`config.mk`:
```
export PLATFORM = sky130hd
export DESIGN_NAME = seg7_decoder_monitor
export DESIGN_NICKNAME = d
export VERILOG_FILES = /design/src/rtl/seg7_decoder_monitor.sv
export SDC_FILE = /design/constraint.sdc
export NUM_CORES = 1
export LEC_CHECK = 0
export ABC_CLOCK_PERIOD_IN_PS = 3080
export BUFFER_PORTS_ARGS = -buffer_cell sky130_fd_sc_hd__buf_2
export CORE_MARGIN = 3
export CORE_UTILIZATION = 41
export DETAILED_ROUTE_END_ITERATION = 12
export SYNTH_ARGS = -nofsm -noshare
export SYNTH_HDL_FRONTEND = slang
export SYNTH_SLANG_ARGS = --single-unit
```
`constraint.sdc`:
```
create_clock -name clk_2 -period 3.08 [get_ports clk_2]
set_input_delay 0.616 -clock clk_2 [delete_from_list [all_inputs] [get_ports clk_2]]
set_output_delay 0.616 -clock clk_2 [all_outputs]
set_load 0.01 [all_outputs]
```
`src/rtl/seg7_decoder_monitor.sv`:
```
// Receive-side monitor for a 7-segment display bus. It recovers the hex digit,
// debounces the pattern, classifies it, checks it against the claimed LED nibble
// and counts accepted digit changes.
module seg7_decoder_monitor #(
    parameter int unsigned STABLE_CYCLES = 4,
    parameter int unsigned NBITS_CNT     = 8
) (
    input  logic                 clk_2,
    input  logic                 reset,
    input  logic [7:0]           seg_in,
    input  logic [3:0]           led_nib,
    output logic [3:0]           value,
    output logic                 value_valid,
    output logic                 dp,
    output logic                 blank,
    output logic                 invalid,
    output logic                 mismatch,
    output logic                 mismatch_err,
    output logic [NBITS_CNT-1:0] count
);

    localparam int unsigned STAB_W = 8;

    typedef enum logic [1:0] {
        ST_BLANK,
        ST_SETTLE,
        ST_LOCKED,
        ST_ILLEGAL
    } state_t;

    state_t                state, state_d;
    logic [7:0]            sampled;
    logic [STAB_W-1:0]     stab_cnt, stab_cnt_d, stab_inc;
    logic                  have_legal, have_legal_d;
    logic [3:0]            value_d;
    logic                  value_valid_d, dp_d, blank_d, invalid_d;
    logic                  mismatch_d, mismatch_err_d;
    logic [NBITS_CNT-1:0]  count_d;
    logic [3:0]            dec_val;
    logic                  dec_legal;
    logic                  dec_blank;
    logic                  changed;
    logic                  accept;

    // Segment pattern (bits 6:0) to hex digit lookup.
    always_comb begin
        dec_val   = 4'h0;
        dec_legal = 1'b1;
        unique case (seg_in[6:0])
            7'h3F:   dec_val = 4'h0;
            7'h06:   dec_val = 4'h1;
            7'h5B:   dec_val = 4'h2;
            7'h4F:   dec_val = 4'h3;
            7'h66:   dec_val = 4'h4;
            7'h6D:   dec_val = 4'h5;
            7'h7D:   dec_val = 4'h6;
            7'h07:   dec_val = 4'h7;
            7'h7F:   dec_val = 4'h8;
            7'h6F:   dec_val = 4'h9;
            7'h77:   dec_val = 4'hA;
            7'h7C:   dec_val = 4'hB;
            7'h39:   dec_val = 4'hC;
            7'h5E:   dec_val = 4'hD;
            7'h79:   dec_val = 4'hE;
            7'h71:   dec_val = 4'hF;
            default: dec_legal = 1'b0;
        endcase
        dec_blank = (seg_in[6:0] == 7'h00);
    end

    // Debounce FSM next-state and next values of the registered outputs.
    always_comb begin
        state_d        = state;
        stab_cnt_d     = stab_cnt;
        have_legal_d   = have_legal;
        value_d        = value;
        value_valid_d  = value_valid;
        dp_d           = dp;
        blank_d        = blank;
        invalid_d      = invalid;
        mismatch_d     = mismatch;
        mismatch_err_d = mismatch_err;
        count_d        = count;
        accept         = 1'b0;
        changed        = (seg_in != sampled);
        stab_inc       = STAB_W'(stab_cnt + STAB_W'(1));

        if (changed) begin
            state_d    = ST_SETTLE;
            stab_cnt_d = STAB_W'(1);
            accept     = (STABLE_CYCLES == 1);
        end else if (state == ST_SETTLE) begin
            stab_cnt_d = stab_inc;
            accept     = (stab_inc == STAB_W'(STABLE_CYCLES));
        end

        if (accept) begin
            dp_d = seg_in[7];
            if (dec_legal) begin
                state_d        = ST_LOCKED;
                value_d        = dec_val;
                value_valid_d  = 1'b1;
                blank_d        = 1'b0;
                invalid_d      = 1'b0;
                mismatch_d     = (dec_val != led_nib);
                mismatch_err_d = mismatch_err | (dec_val != led_nib);
                have_legal_d   = 1'b1;
                if ((!have_legal || (dec_val != value)) && (count != {NBITS_CNT{1'b1}})) begin
                    count_d = NBITS_CNT'(count + NBITS_CNT'(1));
                end
            end else begin
                state_d       = dec_blank ? ST_BLANK : ST_ILLEGAL;
                value_valid_d = 1'b0;
                blank_d       = dec_blank;
                invalid_d     = !dec_blank;
                mismatch_d    = 1'b0;
                have_legal_d  = 1'b0;
            end
        end
    end

    // State, sampled pattern and output registers; reset wins over any accept.
    always_ff @(posedge clk_2) begin
        if (reset) begin
            state        <= ST_BLANK;
            sampled      <= 8'h00;
            stab_cnt     <= '0;
            have_legal   <= 1'b0;
            value        <= 4'h0;
            value_valid  <= 1'b0;
            dp           <= 1'b0;
            blank        <= 1'b1;
            invalid      <= 1'b0;
            mismatch     <= 1'b0;
            mismatch_err <= 1'b0;
            count        <= '0;
        end else begin
            state        <= state_d;
            sampled      <= seg_in;
            stab_cnt     <= stab_cnt_d;
            have_legal   <= have_legal_d;
            value        <= value_d;
            value_valid  <= value_valid_d;
            dp           <= dp_d;
            blank        <= blank_d;
            invalid      <= invalid_d;
            mismatch     <= mismatch_d;
            mismatch_err <= mismatch_err_d;
            count        <= count_d;
        end
    end

endmodule

```
# Yosys cells after proc, flatten, opt, wreduce, memory -nomap -nowiden
# Cells that the tools add are included.
# totals
register_bits	36
out_inout_bits	18
# op_classes
add_sub_neg	2
eq_ne	22
n_mux	14
bitwise	1
reduce_logical	11
# ops
operator	count
$eq A7 B7 Y1 const B	12
$pmux W4 S15	1
$add A8 B1 Y8 const B	2
$reduce_or A16 Y1	1
$eq A7 B3 Y1 const B	2
$eq A7 B6 Y1 const B	2
$mux W1	9
$eq A8 B3 Y1 const B	1
$mux W2	4
$ne A4 B4 Y1	2
$ne A8 B8 Y1	1
$ne A8 B8 Y1 const B	1
$logic_not A7 Y1	1
$reduce_bool A2 Y1	2
$reduce_and A3 Y1	1
$eq A2 B1 Y1 const B	1
$logic_not A1 Y1	2
$reduce_and A2 Y1	1
$reduce_or A2 Y1	1
$logic_and A1 B1 Y1	1
$logic_or A1 B1 Y1	1
$or A1 B1 Y1	1

# Longest topological paths before layout
# depth
depth_word	6
depth_mapped	9
ltp_nobuf	8

# Worst setup path after synthesis
# OpenSTA, ideal clock, no wires.
# synth_timing
path_type	input to register
start	input seg_in[3]
end	register count[6]
t_arrival_ns	2.508
required_time_ns	2.950
slack_ns	0.443
path_stages	8
n_path_buf	1
path_cell_list	or4_4 or2_1 a211o_1 o211a_1 or3_4 buf_6 a31oi_1 nor3_1
# synth_between
elab_chain_cells	6
elab_cells_between_ends	25
# synth_rtl
item	line_no	source
start: declaration	10	input logic [7:0] seg_in,
$eq A7 B7 Y1, or another cell as far along	49	unique case (seg_in[6:0])
$pmux W4 S15	49	
$ne A4 B4 Y1	108	if ((!have_legal || (dec_val != value)) && (count != {NBITS_CNT{1'b1}})) begin
$logic_or A1 B1 Y1	108	
$logic_and A1 B1 Y1	108	
$reduce_and A3 Y1 (no line) (*)	-	
end signal: assignment	149	count <= count_d;
end: declaration	19	output logic [NBITS_CNT-1:0] count
# Every way passes the cells marked *; elsewhere a longest branch is shown, timed or not.
# A chain may end at the register's enable or synchronous reset.

# Worst setup path in the final report
# layout_timing
start	input seg_in[3]
end	register count[2]
# The elaborated chain is that of the path after synthesis.

==> impl_metrics.csv <==
group,metric,value,unit
run_status,status,"finished clean",
timing,finalCritPeriodShare,85.75,%
hold_path,hp-class,"register to register",
yosys,synth_cells,241,
global_route,grt_util_all_layers,15.45,%
finish,diodes,0,
clocking,cts_resized,0,
yosys,synth_edf_count,0,
routing,first_pass_iters,4,
routing,wire_per_inst,13.03,um
pwr,p_leak,0.9017,nW
worst_setup_path,cp_data_required_time,3.30,ns
timing,slew_headroom,63.30,%
floorplan,die-area,0.005800,mm2
timing,drv_slew,0,
yosys,syn-cell-area,0.002018,mm2
floorplan,die_y,76.16,um
yosys,avgSynthCellArea,8.374,um2
finish,fillerInstances,461,
floorplan,io_pins,32,
timing,hold_ws,0.4535,ns
timing,worst_pin_slew,0.5455,ns
yosys,synth_ff_type,"dfxtp_1",
placed_design,io_buffers,31,
clocking,htreeDepth,2,
routing,finalWirelength,4391,um
finish,seq_area,720.7,um2
finish,nets,287,
yosys,synth-async-reset-ratio,0,%
clocking,clockRootBuffer,"clkbuf_8",
floorplan,coreArea,0.004564,mm2
clocking,numCtsBuffers,5,
worst_setup_path,critPathCaptureType,"register",
finish,multi_input_area,0.001217,mm2
routing,detail_route.iter0.violations,60,
clocking,postCtsHoldBufs,0,
timing,finalHoldViolCount,0,
floorplan,row_count,24,
yosys,ys_types,53,
yosys,yosysSeqAreaShare,35.71,%
placed_design,dp_hpwl,3215,um
finish,layout-drive-gt1-share,18.75,%
worst_setup_path,cp_max_fo,17,
clocking,clkLatencyLatePin,0.29,ns
yosys,yosysWarnings,0,
floorplan,start_util,44.22,%
clocking,clk_pin_slew,0.07,ns
worst_setup_path,setup.worst_path.start_class,"input pin",
pwr,power.density,381.1,mW/mm2
timing,rsz0062_at_grt,"no",
clocking,cts_setup_buffers,0,
clocking,clock-sinks,36,
global_route,grt_pass1_wl,7452,um
placed_design,routabilityCongestion,0.8034,
worst_setup_path,criticalPathCategory,"input pin to register",
routing,routed_via_density,5.276,
pwr,peakVddDrop,0.0002517,V
yosys,ys_seq_elements,36,
clocking,clockBufferDepth,2,
timing,fin_setup_tns,0,ns
timing,fmax,378.6,MHz
yosys,syn_nets,257,
finish,utilization,50.80,%
timing,post-route-min-period,2.641,ns
clocking,cts_tree,"done",
routing,drc,0,
job,maxCapViolations,0,
global_route,grt.overflow.total,0,
global_route,grt_pass1_vias,1600,
floorplan,die_w,76.16,um
global_route,grt_max_degree,31,
routing,vias,1778,
routing,drt.antenna.violating_nets,0,
global_route,antenna_found_initial,0,
worst_setup_path,cp.arrival,2.86,ns
finish,area_delta_synth_final,14.88,%
timing,finalSetupViolCount,0,
timing,clock-skew-final,0.006014,ns
-- synth_stat cells (3+ instances only) --
| cell | count | area (um2) |
|---|---|---|
| xor2_1 | 8 | 70.07 |
| nand4_1 | 9 | 56.30 |
| a31oi_1 | 3 | 18.77 |
| nand3b_1 | 7 | 52.55 |
| nor3_1 | 4 | 20.02 |
| inv_1 | 7 | 26.28 |
| nand4b_1 | 3 | 26.28 |
| xnor2_1 | 12 | 105.1 |
| nand2_1 | 11 | 41.29 |
| a21oi_1 | 17 | 85.08 |
| o21ai_0 | 7 | 35.03 |
| nor4_1 | 3 | 18.77 |
| a31o_1 | 3 | 26.28 |
| dfxtp_1 | 36 | 720.7 |
| nor2_1 | 26 | 97.59 |
| nand3_1 | 11 | 55.05 |
| nor2b_1 | 10 | 62.56 |
| and3_1 | 8 | 50.05 |
| clkbuf_1 | 8 | 30.03 |
| or3_1 | 4 | 25.02 |
-- per-stage QoR --
stage / power [mW] / cell area (um2) / cells / setup WS (ns)
floorplan: 0.5405 / 2018 / 241 / 0.4426
global placement: 0.5615 / 2231 / 329 / 0.1879
detailed placement: 0.5616 / 2231 / 329 / 0.1532
CTS: 0.8977 / 2318 / 337 / 0.4644
global route: 0.9232 / 2318 / 337 / 0.2890
finish: 0.8835 / 2318 / 337 / 0.4388
-- registers in the layout, summed over array words and instances (netlist names) --
name          count
mismatch_err      1
value             4
dp                1
mismatch          1
have_legal        1
sampled           8
stab_cnt          8
state             2
count             8
blank             1
invalid           1
-- critical path, cell delays in order --
cell     delay, ns
buf_2         0.19
or4_4         0.58
or2_1         0.28
a211o_1       0.26
o211a_1       0.13
or3_4         0.46
a31o_1        0.23
a21oi_1       0.11
-- metal layers --
| metal | track usage (%) | wire (um) | vias to the layer above |
|---|---|---|---|
| li1 | - | - | 937 |
| met1 | 20.93 | 2280 | 808 |
| met2 | 23.67 | 1914 | 28 |
| met3 | 4.137 | 155 | 5 |
| met4 | 5.435 | 40 | 0 |
| met5 | 0 | 0 | - |
-- kinds of logic after synthesis --
kind of cell | after synthesis | share of synthesized area, %
simple gates | 113 | 32.36
buf+inv | 19 | 3.968
mux | 2 | 0.9920
flops | 36 | 35.71
fa+ha+maj | 2 | 1.240
compound gates | 49 | 17.05
xor+xnor | 20 | 8.680
-- report_power, final --
part           internal (mW)  switching, mW  leakage, nW
Clock                  0.158          0.175       0.0479
Combinational         0.0323         0.0427        0.561
Sequential             0.472        0.00351        0.293
Total                  0.662          0.222        0.902
-- final timing paths --
path | from | end | slack (ns) | cells past startpoint
max | seg_in[3] | count[2] | 0.44 | 8
min | dp | dp | 0.45 | 2
max reg2reg | stab_cnt[2] | count[3] | 0.71 | 8
min reg2reg | dp | dp | 0.45 | 2
-- layout by cell type (no fill, tap or decap), types with 2 or more instances in the layout --
cell        n
nor3_1      4
buf_2      31
or2_2       2
buf_4       4
nor4_1      3
inv_1       7
nand3b_1    7
o41ai_1     2
and2_1      2
nand2_1    11
a21oi_1    17
clkbuf_8    5
or3_1       4
mux2i_1     2
nor2b_1    10
a31o_1      3
dfxtp_1    36
clkinv_2    2
o21ai_0     7
o2111ai_1   2
xnor2_1    12
and4_1      2
a21o_1      2
nand3_1    11
xor2_1      8
a31oi_1     3
nand4_1     9
a211o_1     2
ha_1        2
nor4bb_1    2
and3_1      8
nor2_1     26
nand4b_1    3
-- final cells by class --
cell class / count / share of cell area (%)
inverters: 7 / 1.133
clock inverters: 3 / 0.8095
multi-input cells: 186 / 52.51
clock buffers: 5 / 2.968
repair buffers: 35 / 7.987
flip-flops and latches: 36 / 31.08
well taps: 65 / 3.508
Power figures use the tool's default switching activity.
